<file path="config.mk">
export PLATFORM = sky130hd
export DESIGN_NAME = lcd_byte_arbiter
export DESIGN_NICKNAME = d
export VERILOG_FILES = /design/src/rtl/lcd_byte_arbiter.sv
export SDC_FILE = /design/constraint.sdc
export NUM_CORES = 1
export LEC_CHECK = 0
export ABC_AREA = 1
export CORE_MARGIN = 2
export CORE_UTILIZATION = 26
export CTS_CLUSTER_DIAMETER = 100
export DETAILED_ROUTE_END_ITERATION = 10
export HOLD_SLACK_MARGIN = 0.08
export PLACE_DENSITY = 0.49
export RECOVER_POWER = 50
export SLEW_MARGIN = 20
export SYNTH_ARGS = -nofsm -noshare
export SYNTH_HDL_FRONTEND = slang
export SYNTH_SLANG_ARGS = --single-unit
</file>
<file path="constraint.sdc">
create_clock -name clk -period 2.3 [get_ports clk]
set_input_delay 0.46 -clock clk [delete_from_list [all_inputs] [get_ports clk]]
set_output_delay 0.46 -clock clk [all_outputs]
set_load 0.005 [all_outputs]
</file>
<file path="src/rtl/lcd_byte_arbiter.sv">
// lcd_byte_arbiter: round-robin share of one HD44780 4-bit byte engine between the
// command sequencer (req0) and the text writer (req1), with post-byte settle delay.
module lcd_byte_arbiter #(
   parameter int unsigned SHORT_WAIT_CYC = 2000,
   parameter int unsigned LONG_WAIT_CYC  = 80000,
   parameter int unsigned TIMEOUT_CYC    = 1000
) (
   input  logic       clk,
   input  logic       rst_n,
   input  logic       req0_valid,
   input  logic       req0_is_data,
   input  logic [7:0] req0_byte,
   output logic       req0_ready,
   input  logic       req1_valid,
   input  logic       req1_is_data,
   input  logic [7:0] req1_byte,
   output logic       req1_ready,
   output logic       eng_go,
   output logic       eng_is_data,
   output logic [7:0] eng_byte,
   input  logic       eng_done,
   output logic       busy,
   output logic       grant_id,
   output logic       err_timeout
);

   typedef enum logic [1:0] {ARB, WAIT_DONE, SETTLE} state_t;

   state_t      r_state, w_stateNext;
   logic [31:0] r_cnt, w_cntNext;
   logic        r_lastGrant, w_lastGrantNext;
   logic        r_engGo, w_engGoNext;
   logic        r_engIsData, w_engIsDataNext;
   logic [7:0]  r_engByte, w_engByteNext;
   logic        r_busy, w_busyNext;
   logic        r_grantId, w_grantIdNext;
   logic        r_errTimeout, w_errTimeoutNext;

   logic        w_win1;
   logic        w_xfer;
   logic        w_slowCmd;
   logic [31:0] w_settleCyc;
   logic        w_byteEnds;

   // req1 wins when it is the only one asking, or when req0 was served last
   assign w_win1     = req1_valid && (!req0_valid || !r_lastGrant);
   assign w_xfer     = (r_state == ARB) && !rst_n && (req0_valid || req1_valid);
   assign req0_ready = w_xfer && !w_win1;
   assign req1_ready = w_xfer && w_win1;

   // Clear display and return home need the long execution time
   assign w_slowCmd   = !r_engIsData &&
                        (r_engByte == 8'h01 || r_engByte == 8'h02 || r_engByte == 8'h03);
   assign w_settleCyc = w_slowCmd ? 32'(LONG_WAIT_CYC) : 32'(SHORT_WAIT_CYC);
   assign w_byteEnds  = eng_done || (r_cnt == 32'(TIMEOUT_CYC) - 32'd1);

   assign eng_go      = r_engGo;
   assign eng_is_data = r_engIsData;
   assign eng_byte    = r_engByte;
   assign busy        = r_busy;
   assign grant_id    = r_grantId;
   assign err_timeout = r_errTimeout;

   always_ff @(posedge clk or posedge rst_n) begin
      if (rst_n) r_state <= ARB;
      else       r_state <= w_stateNext;
   end

   always_comb begin
      w_stateNext      = r_state;
      w_cntNext        = r_cnt;
      w_lastGrantNext  = r_lastGrant;
      w_engGoNext      = r_engGo;
      w_engIsDataNext  = r_engIsData;
      w_engByteNext    = r_engByte;
      w_busyNext       = r_busy;
      w_grantIdNext    = r_grantId;
      w_errTimeoutNext = r_errTimeout;
      case (r_state)
         ARB: begin
            if (w_xfer) begin
               w_engByteNext   = w_win1 ? req1_byte : req0_byte;
               w_engIsDataNext = w_win1 ? req1_is_data : req0_is_data;
               w_grantIdNext   = w_win1;
               w_lastGrantNext = w_win1;
               w_engGoNext     = 1'b1;
               w_busyNext      = 1'b1;
               w_cntNext       = 32'd0;
               w_stateNext     = WAIT_DONE;
            end
         end
         WAIT_DONE: begin
            if (w_byteEnds) begin
               w_engGoNext = 1'b0;
               if (!eng_done) w_errTimeoutNext = 1'b1;
               // Counter is loaded with N-1 so SETTLE lasts exactly N cycles
               if (w_settleCyc == 32'd0) begin
                  w_stateNext = ARB;
                  w_busyNext  = 1'b0;
                  w_cntNext   = 32'd0;
               end else begin
                  w_stateNext = SETTLE;
                  w_cntNext   = w_settleCyc - 32'd1;
               end
            end else begin
               w_cntNext = r_cnt + 32'd1;
            end
         end
         SETTLE: begin
            if (r_cnt == 32'd0) begin
               w_stateNext = ARB;
               w_busyNext  = 1'b0;
            end else begin
               w_cntNext = r_cnt - 32'd1;
            end
         end
         default: begin
            w_stateNext = ARB;
            w_busyNext  = 1'b0;
            w_engGoNext = 1'b0;
         end
      endcase
   end

   always_ff @(posedge clk or posedge rst_n) begin
      if (rst_n) begin
         r_cnt        <= 32'd0;
         r_lastGrant  <= 1'b1;
         r_engGo      <= 1'b0;
         r_engIsData  <= 1'b0;
         r_engByte    <= 8'h00;
         r_busy       <= 1'b0;
         r_grantId    <= 1'b0;
         r_errTimeout <= 1'b0;
      end else begin
         r_cnt        <= w_cntNext;
         r_lastGrant  <= w_lastGrantNext;
         r_engGo      <= w_engGoNext;
         r_engIsData  <= w_engIsDataNext;
         r_engByte    <= w_engByteNext;
         r_busy       <= w_busyNext;
         r_grantId    <= w_grantIdNext;
         r_errTimeout <= w_errTimeoutNext;
      end
   end

endmodule

</file>
==> flow_summary.json <==
{
  "cts.path.max_buffers": 2,
  "avgViaCountPerCell": 4.64,
  "async_flop_share_pct": 100,
  "grtUsageTotal_pct": 16.6,
  "worst_pin_slew_ns": 1.30,
  "netlist_area_sq_um": 4490,
  "hp-class": "flop to flop",
  "core_sq_um": 17100,
  "finalMaxSlewViolations": 0,
  "critPathArrivalTime_ns": 1.67,
  "cp.required_ns": 1.84,
  "vdd_drop_max_mv": 0.749,
  "relSlewSlack_pct": 13.5,
  "fin_crit_ns": 2.13,
  "slowest_stage": "clkdlybuf4s50_1",
  "place_congestion": 0.864,
  "dp_slack_ns": -0.0325,
  "n_antenna_cell": 0,
  "synth_cell_types": 35,
  "critPathLaunchType": "primary input",
  "crit_type": "primary input to output pin",
  "cts_buffers": 5,
  "maxCapViolCount": 0,
  "globalRoute.totalOverflow": 0,
  "cp_max_fo": 2,
  "drtPass1Iterations": 6,
  "fin_skew_ns": 0.00861,
  "clkSlewWorstSetupHoldPaths_ns": 0.08,
  "yosys_warnings": 0,
  "antenna_left": 0,
  "htree_levels": 2,
  "die_x_microns": 135,
  "synth_flop_cell": "dfrtp_1",
  "die_h_microns": 135,
  "clock-root-buffer": "clkbuf_16",
  "final_common_cell": "nand2_1",
  "period_share_pct": 92.7,
  "synth_nets": 783,
  "num_vias": 4717,
  "drive_gt1_share_pct": 11.2,
  "slowest_delay_ns": 0.41,
  "crit_path_end_kind": "output pin",
  "antenna_found_initial": 0,
  "dr.first_iter.drc_count": 388,
  "wirelength_microns": 14400,
  "cts_tree": "built",
  "num_rows": 48,
  "synthCells": 753,
  "port_buffers": 37,
  "drc": 0,
  "power_density_nw_per_um2": 1670,
  "path_buf_inv": 4,
  "path_cells": "clkdlybuf4s50_1, nor2_1, nor3_4, buf_4, nand2_1, clkinv_1, dlygate4sd2_1",
  "design.die.area_sq_um": 18300,
  "cts_hold_buffers": 0,
  "crit_family": "buffers and inverters",
  "syn2layout_area_growth_pct": 18.8,
  "max_freq_mhz": 469,
  "grt_start_max_net_pins": 49,
  "hold_viol_final": 0,
  "clkLatencyLatePin_ns": 0.31,
  "synth_edf_count": 0,
  "io_pins": 38,
  "syn_avg_cell_area_sq_um": 5.97,
  "ys_seq_area_share_pct": 26.8,
  "whs_ns": 0.469,
  "wire_per_inst_microns": 14.1,
  "initial_core_util_pct": 26.2,
  "final_nets": 821,
  "final_cell_mix": "nand2_1, nand3_1, nor2_1",
  "synth-seq-cells": 48,
  "clock_sinks": 48,
  "status": "complete, no violations",
  "finalSetupViolCount": 0,
  "grt_pass1_vias": 4524,
  "dp.final_hpwl_microns": 10600,
  "fin_ws_ns": 0.168,
  "power_leakage_nw": 2.70,
  "grt_pass1_wl_microns": 23900
}
[Yosys cell counts (9+ instances only)]
master	count	area share (%)
nand3_1	91	10
buf_2	17	1.9
nand2_1	299	25
dfrtp_1	47	26
inv_1	59	4.9
nor2_2	19	2.6
xor2_1	10	1.9
nor2_1	84	7.0
o21ai_0	30	3.3
nand4_1	9	1.3
a21oi_1	11	1.2
[cell type report]
cell class	instances	area (sq um)
well taps	225	282
multi-input cells	601	2810
clock inverters	3	68.8
repair buffers	64	584
clock buffers	5	125
flip-flops and latches	48	1200
inverters	71	268
fillers	1922	11800
[where the power goes]
| group | internal [mW] | switching, mW |
|---|---|---|
| Sequential | 1.18 | 0.469 |
| Clock | 0.628 | 0.378 |
| Combinational | 2.14 | 4.14 |
| Total | 3.95 | 4.99 |
[stage by stage]
stage	setup TNS, ns	std cells	power (mW)	utilization [%]	cell area (sq um)
final	0	1017	8.94	31.2	5340
after global routing	-0.00738	1017	9.91	31.2	5340
after CTS	0	1016	8.96	31.2	5340
after detailed placement	-0.313	1004	7.85	29.9	5110
after global placement	-0.118	1004	7.87	29.9	5110
after floorplan	0	753	6.20	-	4490
[cell families after synthesis]
| logic type | synth area share (%) |
|---|---|
| adder cells (fa/ha/maj) | 1.95 |
| AND/OR/NAND/NOR | 52.2 |
| flip-flops | 26.8 |
| XOR/XNOR | 2.14 |
| AO/OA/AOI/OAI | 5.96 |
| buffers and inverters | 10.9 |
[registers in the layout (all words and copies together), names as in the netlist]
register	flops
r_cnt	32
r_state	2
busy	1
eng_byte	8
r_lastGrant	1
eng_go	1
err_timeout	1
eng_is_data	1
grant_id	1
[final timing paths]
| check | from | end | slack (ns) | cells past startpoint |
|---|---|---|---|---|
| min in group asynchronous | rst_n | busy$_DFFE_PP0P_ | 0.97 | 3 |
| worst max-delay path | req0_valid | req1_ready | 0.17 | 7 |
| worst min register to register | r_lastGrant$_DFFE_PP1P_ | r_lastGrant$_DFFE_PP1P_ | 0.47 | 2 |
| max in group asynchronous | rst_n | r_cnt[21]$_DFFE_PP0P_ | 0.55 | 3 |
| worst max register to register | r_state[1]$_DFFE_PP0P_ | r_cnt[28]$_DFFE_PP0P_ | 0.22 | 12 |
| worst min-delay path | r_lastGrant$_DFFE_PP1P_ | r_lastGrant$_DFFE_PP1P_ | 0.47 | 2 |
[what timing repair did]
item,in CTS,in global routing
endpoints found under the setup margin,2,3
setup buffers,4,1
pin swaps,3,3
resized for setup,3,3
[worst reg2reg max path, stage by stage (launching register included)]
cell     delay (ns)
dfrtp_1        0.39
inv_2          0.09
ha_4           0.14
inv_2          0.06
nor3_4         0.18
buf_4          0.13
buf_4          0.12
nor2_1         0.06
nor2_2         0.12
nand2_4        0.09
nor2_8         0.42
nand2_1        0.12
nand2_1        0.07
[per-layer routing]
layer / wire [microns] / track usage (%)
met1: 7120 / 23.6
met2: 6460 / 26.5
met3: 556 / 2.13
met4: 247 / 4.63
met5: 0 / 0
Power figures use the tool's default switching activity.
